===== config.mk =====
export PLATFORM = sky130hd
export DESIGN_NAME = serial_suber
export DESIGN_NICKNAME = d
export VERILOG_FILES = /design/src/rtl/serial_suber.sv
export SDC_FILE = /design/constraint.sdc
export NUM_CORES = 1
export LEC_CHECK = 0
export CELL_PAD_IN_SITES_DETAIL_PLACEMENT = 1
export CELL_PAD_IN_SITES_GLOBAL_PLACEMENT = 1
export CORE_MARGIN = 1.5
export CORE_UTILIZATION = 41
export DETAILED_ROUTE_END_ITERATION = 16
export PLACE_DENSITY = 0.78
export SLEW_MARGIN = 10
export SYNTH_ARGS = -nofsm -noshare
export SYNTH_HDL_FRONTEND = slang
export SYNTH_SLANG_ARGS = --single-unit

===== constraint.sdc =====
create_clock -name clk -period 3.6 [get_ports clk]
set_input_delay 0.54 -clock clk [delete_from_list [all_inputs] [get_ports clk]]
set_output_delay 0.54 -clock clk [all_outputs]
set_load 0.02 [all_outputs]

===== src/rtl/serial_suber.sv =====
// Digit-serial borrow-ripple subtractor: D = A - B - Bin (mod 2^N), W bits per clock.
// Optional signed-overflow flag enabled by defining SUBER_OVF_EN.
module serial_suber #(
    parameter int N = 16,
    parameter int W = 4
) (
    input  logic         clk,
    input  logic         rst_n,
    input  logic         start,
    input  logic [N-1:0] A,
    input  logic [N-1:0] B,
    input  logic         Bin,
    output logic         busy,
    output logic         done,
    output logic [N-1:0] D,
    output logic         Bout,
    output logic         ovf
);

    localparam int K  = N / W;
    localparam int IW = (K > 1) ? $clog2(K) : 1;

    typedef enum logic [1:0] {IDLE, RUN, DONE} state_t;

    state_t        state;
    logic [N-1:0]  a_r, b_r, res_r;
    logic          borrow;
    logic [IW-1:0] idx;

    logic [W-1:0]  dig;
    logic [W:0]    chain;
    logic [N-1:0]  res_next;
    logic          last;

    assign last = (idx == IW'(K - 1));

    // Shared W-bit ripple stage operating on the digit selected by idx
    always_comb begin
        chain    = '0;
        dig      = '0;
        chain[0] = borrow;
        for (int unsigned i = 0; i < W; i++) begin
            dig[i]     = a_r[idx*W + i] ^ b_r[idx*W + i] ^ chain[i];
            chain[i+1] = (~a_r[idx*W + i] & (b_r[idx*W + i] | chain[i]))
                       | (b_r[idx*W + i] & chain[i]);
        end
        res_next             = res_r;
        res_next[idx*W +: W] = dig;
    end

    always_ff @(posedge clk or negedge rst_n) begin
        if (!rst_n) begin
            state  <= IDLE;
            busy   <= 1'b0;
            done   <= 1'b0;
            D      <= '0;
            Bout   <= 1'b0;
            a_r    <= '0;
            b_r    <= '0;
            res_r  <= '0;
            borrow <= 1'b0;
            idx    <= '0;
        end else begin
            case (state)
                IDLE, DONE: begin
                    done <= 1'b0;
                    if (start) begin
                        a_r    <= A;
                        b_r    <= B;
                        borrow <= Bin;
                        res_r  <= '0;
                        idx    <= '0;
                        busy   <= 1'b1;
                        state  <= RUN;
                    end else begin
                        state  <= IDLE;
                    end
                end
                RUN: begin
                    res_r  <= res_next;
                    borrow <= chain[W];
                    idx    <= idx + 1'b1;
                    if (last) begin
                        D     <= res_next;
                        Bout  <= chain[W];
                        idx   <= '0;
                        busy  <= 1'b0;
                        done  <= 1'b1;
                        state <= DONE;
                    end
                end
                default: state <= IDLE;
            endcase
        end
    end

`ifdef SUBER_OVF_EN
    always_ff @(posedge clk or negedge rst_n) begin
        if (!rst_n)
            ovf <= 1'b0;
        else if (state == RUN && last)
            ovf <= (a_r[N-1] != b_r[N-1]) & (res_next[N-1] != a_r[N-1]);
    end
`else
    assign ovf = 1'b0;
`endif

endmodule


==> Word-level counts from Yosys, hierarchy flattened <==
Index checks and enable logic that the tools add are counted.
{ "totals": {"register_bits": 72, "input_bits": 36, "elab_cells": 94, "output_inout_bits": 20} }
{ "classes": {"n_eq_ne": 5, "bitwise_logic": 28, "mux": 32, "magnitude_cmp": 4, "n_reduce_logical": 8, "n_shift": 2, "n_addsub": 5} }
{ "op_table": {"columns": ["cell", "count"], "rows": [
  ["$neg 4->34", 1],
  ["$shift 4x34->16 const A", 1],
  ["$shiftx 4x34->16", 1],
  ["$pmux 16 s2", 1],
  ["$bmux 1 s4", 6],
  ["$bwmux 16", 1],
  ["$mux 16", 1],
  ["$lt 5x5->1 const B", 3],
  ["$mux 1", 13],
  ["$add 4x2->5 const B", 2],
  ["$and 1x1->1", 8],
  ["$or 1x1->1", 8],
  ["$pmux 2 s2", 2],
  ["$reduce_and 2->1", 4],
  ["$xor 1x1->1", 8],
  ["$mux 2", 3],
  ["$pmux 1 s2", 3],
  ["$add 4x1->5 const B", 1],
  ["$lt 4x5->1 const B", 1],
  ["$bmux 1 s2", 2],
  ["$eq 2x2->1 const B", 2],
  ["$ne 2x2->1 const B", 2],
  ["$not 1->1", 4],
  ["$reduce_and 3->1", 1],
  ["5 further kinds", 5]
]} }

==> Depth between registers and ports, before layout <==
{ "depth": {"word_depth": 15, "depth_mapped": 11, "mapped_depth_nobuf": 10} }

==> Worst setup path before layout <==
OpenSTA, ideal clock, no wires.
{ "synth_timing": {"kind": "reg2reg", "from": "register idx[0]", "to": "register res_r[11]", "slack_ps": 520, "setup_ps": 66, "stages_incl_launch_ff": 12, "synth_period_minus_slack_ps": 3080, "t_arrival_ps": 3014, "path_cell_list": "dfrtp_1 > buf_6 > mux4_2 > inv_1 > fa_1 > inv_1 > fa_1 > fa_1 > inv_1 > fa_1 > nor2_1 > a22o_1"} }
{ "synth_via": {"elab_chain_cells": 15, "elab_cells_between_ends": 47} }
{ "synth_rtl": {"columns": ["element", "line_no", "rtl"], "rows": [
  ["start: declaration", "28", "logic [IW-1:0] idx;"],
  ["start signal: assignment", "82", "idx <= idx + 1'b1;"],
  ["branches (longest 13 deep; another with $add 4x1->5)", null, null],
  ["$bwmux 16 (*)", "48", "res_next[idx*W +: W] = dig;"],
  ["$pmux 16 s2 (*)", "64", "case (state)"],
  ["end signal: assignment", "80", "res_r <= res_next;"],
  ["end: declaration", "26", "logic [N-1:0] a_r, b_r, res_r;"]
]} }
Mark *: on every way between the ends. The select of a mux whose other input is x is not followed.
A chain may end at the register's enable or synchronous reset.

==> Final worst setup path <==
{ "layout_timing": {"from": "register idx[0]", "to": "register res_r[7]"} }
Same word-level chain as after synthesis.

==> qor.yml <==
wl_met3_um: 279
route.detailed.drc: 0
cp_max_fo: 8
die_x_um: 94.4
clk_pin_slew_ps: 70
hpwl_mm: 5.63
root_buffer: "clkbuf_8"
fin_setup_tns_ps: 0
dpl_cell_area_sq_um: 4030
finalWorstSetupSlack_ps: 352
met2WireLength_mm: 3.96
max_freq_mhz: 308
worstSetupPathType: "reg -> reg"
yosysWarnings: 0
crit_required_ps: 3900
layout.cells.most_common_list: "99 x nand2_1, 72 x dfrtp_1, 53 x clkdlybuf4s50_1"
row_count: 33
drtPass1Iterations: 4
dr_total_vias: 2456
grt_max_degree: 36
critical_path.max_stage_delay_ps: 550
worst_path_most_repeated_cell: "fa_1"
avgSynthCellArea_sq_um: 10.5
h-tree-depth: 3
nets: 424
yosysSeqAreaShare_pct: 52.6
maxCapViolCount: 0
relSlewSlack_pct: 49.2
worst_hold_path_type: "in -> async"
n_antenna_cell: 0
syn_inst: 325
hold_ws_ps: 252
crit_chain: "mux4_2 -> inv_1 -> fa_1 -> inv_1 -> fa_1 -> fa_1 -> inv_1 -> fa_1 -> nor2_1 -> a22o_1"
p_per_area_nw_per_um2: 1020
internal_power_mw: 2.46
antenna_found_initial: 0
p_leak_nw: 1.91
p_comb_share_pct: 53.6
postRouteAntennaNets: 0
holdBufCountCts: 0
setup_viol: 0
path_delay_family: "adder cells"
syn_to_final_growth_pct: 22.6
start_util_pct: 42.1
overflow: 0
fin_area_sq_um: 4200
rsz0062_at_grt: "no"
syn-cell-area_sq_um: 3430
m1WireLength_mm: 3.30
viasPerCell: 5.03
route.top_layer_used: "met4"
status: "completed"
portBuffers: 54
drive_above_1_share_pct: 15.4
finalMaxSlewViolations: 0
cts.sinks: 72
core-area_sq_um: 8130
cts_resized: 0
post-route-period-util_pct: 90.2
power_mw: 4.30
die_y_um: 94.4
drt-total-wl_mm: 7.71
drt_iter0_markers: 72
worstSetupStartpointType: "flip-flop"
cts_buffers: 9
clk_latency_ps: 360
syn_nets: 371
finClkSkew_ps: 9.62
ys_seq_elements: 72
slowest_stage: "dfrtp_1"
cts_max_path_buffers: 2
crit_arrival_ps: 3540
final_hold_viol_count: 0
synth_top_area_share_pct: 52.6
gp_congestion: 0.821
synth_area_leaders: "dfrtp_1 53%, nand2_1 11%, mux4_2 5.3%"
worstMarginPinSlew_ps: 762
wl_per_cell_um: 15.8
swShare_pct: 42.8
peakVddDrop_mv: 0.362
seq_power_share_pct: 33.2
layout_min_cycle_time_ps: 3250
worstSetupEndpointType: "flip-flop"
dp_slack_ps: 322
yosysTopAreaCell: "dfrtp_1"
synth_cell_type_count: 34
io_pins: 56
grt_pass1_wl_mm: 12.7
dieArea_sq_um: 8910
power.switching_mw: 1.84
grt_pass1_vias: 2550
power_frac_clock_pct: 13.2
cts_tree: "done"
grt.total_usage_pct: 19.4
final_common_cell: "nand2_1"
critPathBufInv: 3
postCtsSetupBuffers: 0
## registers in the layout (all words and copies together), names as in the netlist
name,cells
D,16
a_r,16
b_r,16
res_r,16
idx,2
state,2
Bout,1
borrow,1
busy,1
done,1
## synth_stat cells, drive strengths merged
library cell and count:
ha 6, clkinv 1, nor3 1, and4b 1
o22ai 1, o31ai 2, fa 4, nand2 100
inv 8, nand3 1, nor2 19, a21oi 20
nor4bb 3, a31oi 8, nand2b 18, o21ai 1
mux4 8, mux2 1, nor2b 10, a22o 8
dfrtp 72, conb 1, buf 20, clkbuf 2
a32o 8, a21o 1
## through the flow
step                util (%)  instances
global route            51.6        488
global placement        49.5        472
finish                  51.6        488
CTS                     51.6        488
floorplan                  -        325
detailed placement      49.5        472
## final timing paths
check	from	endpoint	slack (ps)	cells after the start
max in group asynchronous	rst_n	a_r[10]	2570	2
hold / removal	rst_n	D[2]	250	1
min in group clk	b_r[11]	b_r[11]	480	2
setup reg to reg	idx[0]	res_r[7]	350	10
setup / recovery	idx[0]	res_r[7]	350	10
hold reg to reg	b_r[11]	b_r[11]	480	2
## power by group through the flow
stage | Clock, mW | Sequential [mW] | Combinational, mW
after floorplan | 0 | 1.50 | 1.47
after global placement | 0 | 1.42 | 2.22
after detailed placement | 0 | 1.45 | 2.34
after CTS | 0.580 | 1.43 | 2.35
after global routing | 0.616 | 1.47 | 2.53
final | 0.567 | 1.43 | 2.31
## kinds of logic (layout without fill, tap and decap cells)
| kind of cell | after synthesis | in the layout | share of synthesized area [%] |
|---|---|---|---|
| simple gates | 153 | 153 | 20.3 |
| flops | 72 | 72 | 52.6 |
| compound gates | 49 | 49 | 11.5 |
| buf+inv | 31 | 89 | 5.37 |
| fa+ha+maj | 10 | 10 | 4.53 |
| mux | 9 | 9 | 5.59 |
| other cells | 1 | 1 | 0.109 |
## final cells by class
type	instances	area, sq um
fillers	916	3930
flip-flops and latches	72	1800
multi-input cells	222	1450
clock buffers	10	138
inverters	9	38.8
clock inverters	6	35.0
well taps	105	131
repair buffers	64	611
## layer usage
metal,global-route usage (%),vias to the layer above
met1,23.6,1200
met4,8.71,0
li1,-,1182
met2,32.8,58
met5,0,-
met3,4.51,16
## worst reg2reg max path, cell delays in order, from the launching register on
cell	delay, ps
dfrtp_1	550
mux4_2	540
inv_1	90
fa_1	160
inv_1	50
fa_1	370
fa_1	390
inv_1	80
fa_1	490
nor2_1	280
a22o_1	190
Note: power is estimated with default switching activity, not from simulation.
==> edit 1 (config.mk and constraints unchanged) <==
Set the parameter `N` to 8 (it was 16).
--- a/src/rtl/serial_suber.sv
+++ b/src/rtl/serial_suber.sv
@@ -2,5 +2,5 @@
 // Optional signed-overflow flag enabled by defining SUBER_OVF_EN.
 module serial_suber #(
-    parameter int N = 16,
+    parameter int N = 8,
     parameter int W = 4
 ) (
Interface: changed (resized A, B and D); port bits go from 56 to 32. No check against the original RTL was run, so the function may have changed too.
==> edit 1 against the original RTL <==
Sequential cell count is 37 lower. Worst setup slack better by 190 ps. Routed wire length is 60% lower. Critical endpoint is now res_r[3]. First-iteration DRC count is 24% lower. Via count is 58% lower. Synthesized area is 53% lower. Total power is 54% lower. Combinational power is 59% lower. Cell area is 52% lower. Highest routed layer unchanged.
==> edit 1: results (changes against the original RTL) <==
{
  "cellLeakagePower": {"value": 0.9061, "unit": "nW", "change": "-53%"},
  "grt_first_pass_wirelength": {"value": 5.437, "unit": "mm", "change": "-57%"},
  "initialDrtViolationCount": {"value": 55, "change": "-24%"},
  "outcome": {"value": "complete, no violations"},
  "tritoncts.num_buffers": {"value": 5, "change": "-4"},
  "wl_per_cell": {"value": 14.83, "unit": "µm", "change": "-6.1%"},
  "fin_skew": {"value": 3.365, "unit": "ps", "change": "-6.253 ps"},
  "rr_endpoint": {"value": "res_r[3]"},
  "vdd_ir_drop_max": {"value": 0.0003772, "unit": "V", "change": "+4.3%"},
  "finish.net_count": {"value": 184, "change": "-57%"},
  "p_comb_share": {"value": 48.3, "unit": "%", "change": "-5.3 points"},
  "crit_start": {"value": "idx"},
  "final.hold.worst_slack": {"value": 473.6, "unit": "ps", "change": "+221.4 ps"},
  "clk_latency_worst_skew_pair": {"value": 280, "unit": "ps", "change": "-80 ps"},
  "place.gp.congestion": {"value": 0.7182, "change": "-13%"},
  "rr_worst_depth": {"value": 8, "change": "-2"},
  "synthTopCellsByArea": {"value": "dfrtp_1, mux2_2, mux2_4"},
  "first_global_vias": {"value": 1127, "change": "-56%"},
  "groute.layer.met3.usage": {"value": 4.259, "unit": "%", "change": "-0.25 points"},
  "cellInternalPower": {"value": 1.223, "unit": "mW", "change": "-50%"},
  "global_route.usage.met1": {"value": 20.91, "unit": "%", "change": "-2.7 points"},
  "post_synth_mux_area_share": {"value": 19.78, "unit": "%", "change": "+14 points"},
  "met3RoutedLength": {"value": 143, "unit": "µm", "change": "-49%"},
  "synth.net_count": {"value": 153, "change": "-59%"},
  "synth.top_cells.by_count": {"value": "dfrtp_1, nand2_1, mux2_2, mux2_4"},
  "drive_gt1_share": {"value": 20.50, "unit": "%", "change": "+5.1 points"},
  "cp_max_stage_delay": {"value": 700, "unit": "ps", "change": "+150 ps"},
  "cts_htree_levels": {"value": 2, "change": "-1"},
  "synth_adder_area_share": {"value": 4.927, "unit": "%", "change": "+0.40 points"},
  "port_buffers": {"value": 30, "change": "-44%"},
  "crit_arrival": {"value": 3230, "unit": "ps", "change": "-310 ps"}
}
edit 1: worst max-delay path by stage:
stage                     slack (ps)        to
after floorplan                  770  res_r[3]
after global placement           660  res_r[3]
after detailed placement         560  res_r[3]
after CTS                        520  res_r[3]
after global routing             390  res_r[3]
final                            540  res_r[3]
edit 1: metrics by stage:
| stage | instances | setup WS (ps) |
|---|---|---|
| finish | 209 | 541.3 |
| global route | 209 | 385.7 |
| CTS | 209 | 521.8 |
| detailed placement | 201 | 562.7 |
| global placement | 201 | 661.4 |
| floorplan | 129 | 765.9 |
edit 1: area by class of cell:
class	count	area, µm²
Tap cell	48	60.06
Timing Repair Buffer	31	307.8
Multi-Input combinational cell	83	669.4
Fill cell	404	1734
Clock buffer	7	76.32
Sequential cell	35	875.8
Clock inverter	1	5.005
Inverter	4	15.01
edit 1: worst min-delay path, cell delays in order (launching register included):
cell and delay [ps]:
dfrtp_1 340, nand2_1 50, nand2_1 50
==> edit 2 (config.mk and constraints unchanged) <==
Without the edit above. Add an input register stage for `start`, `A`, `B` and `Bin`; this delays them by one clock.
--- a/src/rtl/serial_suber.sv
+++ b/src/rtl/serial_suber.sv
@@ -22,4 +22,16 @@
 
     typedef enum logic [1:0] {IDLE, RUN, DONE} state_t;
+
+    logic start_q;
+    logic [N-1:0] A_q;
+    logic [N-1:0] B_q;
+    logic Bin_q;
+
+    always_ff @(posedge clk) begin
+        start_q <= start;
+        A_q     <= A;
+        B_q     <= B;
+        Bin_q   <= Bin;
+    end
 
     state_t        state;
@@ -65,8 +77,8 @@
                 IDLE, DONE: begin
                     done <= 1'b0;
-                    if (start) begin
-                        a_r    <= A;
-                        b_r    <= B;
-                        borrow <= Bin;
+                    if (start_q) begin
+                        a_r    <= A_q;
+                        b_r    <= B_q;
+                        borrow <= Bin_q;
                         res_r  <= '0;
                         idx    <= '0;
Function: changed (Yosys sat finds a counterexample within 4 cycles, from zero or initial values and one cycle with rst_n low).
==> edit 2 against the original RTL <==
Critical path depth is the same. Cell area grew 15%. Worst setup slack gained 35 ps. Largest cell class unchanged. Utilization is 0.29 points lower. Fmax is 1.1% higher. Sequential cell count increased by 34. Total power is 8.8% higher. Largest power group unchanged. Routed wire length grew 4.9%. Synthesized area is 17% higher. Critical endpoint is now res_r[3].
==> edit 2: results (changes against the original RTL) <==
{
  "crit_arrival": {"value": 3460, "unit": "ps", "change": "-80 ps"},
  "routed_via_density": {"value": 4.849, "change": "-3.7%"},
  "dpl_cell_area": {"value": 0.004637, "unit": "mm²", "change": "+15%"},
  "cts.clk_slew.worst_paths": {"value": 100, "unit": "ps", "change": "+30 ps"},
  "fin_skew": {"value": 11.30, "unit": "ps", "change": "+1.680 ps"},
  "finish.net_count": {"value": 454, "change": "+7.1%"},
  "synth_cell_types": {"value": 35, "change": "+2.9%"},
  "hold_class": {"value": "input pin to async pin"},
  "detail_route.wirelength.met1": {"value": 3.641, "unit": "mm", "change": "+10%"},
  "wirelength": {"value": 8.088, "unit": "mm", "change": "+4.9%"},
  "dr_wl_met2": {"value": 4.123, "unit": "mm", "change": "+4.1%"},
  "first_global_vias": {"value": 2809, "change": "+10%"},
  "relSlewSlack": {"value": 48.96, "unit": "%", "change": "-0.25 points"},
  "cellLeakagePower": {"value": 2.172, "unit": "nW", "change": "+14%"},
  "outcome": {"value": "complete, no violations"},
  "drive_gt1_share": {"value": 8.475, "unit": "%", "change": "-6.9 points"},
  "globalRouteTotalUtil": {"value": 17.49, "unit": "%", "change": "-1.9 points"},
  "grt_start_max_net_pins": {"value": 61, "change": "+69%"},
  "rr_endpoint": {"value": "res_r[3]"},
  "synth.top_cells.by_count": {"value": "nand2_1, dfrtp_1, dfxtp_1, a21oi_1, nor2_1"},
  "synthTopCellsByArea": {"value": "dfrtp_1, dfxtp_1, nand2_1"},
  "synth.net_count": {"value": 405, "change": "+9.2%"},
  "synthArstFlopShare": {"value": 67.92, "unit": "%", "change": "-32 points"},
  "cp_max_stage_delay": {"value": 590, "unit": "ps", "change": "+40 ps"},
  "place.gp.congestion": {"value": 0.8652, "change": "+5.4%"},
  "ff2ff_setup_slack": {"value": 390, "unit": "ps", "change": "+40 ps"},
  "grt_first_pass_wirelength": {"value": 13.87, "unit": "mm", "change": "+9.1%"},
  "dp_hpwl": {"value": 5.551, "unit": "mm", "change": "-1.3%"},
  "synth_sequential_area_ratio": {"value": 61.86, "unit": "%", "change": "+9.3 points"},
  "initialDrtViolationCount": {"value": 77, "change": "+6.9%"}
}
edit 2: cell types whose count changed after synthesis, moves of 5 or more:
cell     change
a31oi_2      -5
dfxtp_1     +34
nor2_2       -5
a21oi_2      -8
a21oi_1      +8
edit 2: per-stage QoR:
step | hold slack (ps) | setup WS (ps) | utilization (%) | power (mW) | instances
after floorplan | 244.4 | 459.6 | - | 3.262 | 359
after global placement | 407.0 | 575.1 | 49.48 | 3.981 | 526
after detailed placement | 408.7 | 422.8 | 49.48 | 4.068 | 526
after CTS | 49.28 | 400.7 | 51.35 | 4.744 | 542
after global routing | 56.96 | 254.9 | 51.35 | 5.034 | 542
final | 48.10 | 387.8 | 51.35 | 4.679 | 542
edit 2: worst max path at each step:
stage / start / to / slack [ps] / cells past startpoint
floorplan: idx[0] / res_r[3] / 460 / 12
global route: idx[0] / res_r[3] / 250 / 10
global placement: idx[0] / res_r[3] / 580 / 10
detailed placement: idx[0] / res_r[3] / 420 / 10
finish: idx[0] / res_r[3] / 390 / 10
CTS: idx[0] / res_r[3] / 400 / 10
edit 2: final cells by class:
class | count | area [µm²]
fillers | 1033 | 4559
flip-flops and latches | 106 | 2482
multi-input cells | 219 | 1361
repair buffers | 61 | 588.1
well taps | 129 | 161.4
clock buffers | 10 | 127.6
clock inverters | 6 | 47.55
inverters | 11 | 43.79
edit 2: kinds of logic after synthesis:
kind of cell | count (synthesis) | synth area share, %
AOI/OAI and AO/OA | 51 | 8.825
adders and majority gates | 10 | 3.867
buffers and inverters | 34 | 4.272
DFF | 106 | 61.86
muxes | 9 | 4.771
other | 1 | 0.09346
and+or+nand+nor | 148 | 16.31
edit 2: where the power goes:
part / internal, mW / total [mW] / switching (mW)
logic: 0.947 / 2.21 / 1.26
registers: 1.57 / 1.80 / 0.231
clock network: 0.260 / 0.667 / 0.407
edit 2: metal layers:
layer,vias up,global-route usage (%)
li1,1282,-
met1,1283,22.14
met2,55,30.72
met3,8,3.694
met4,0,4.426
met5,-,0
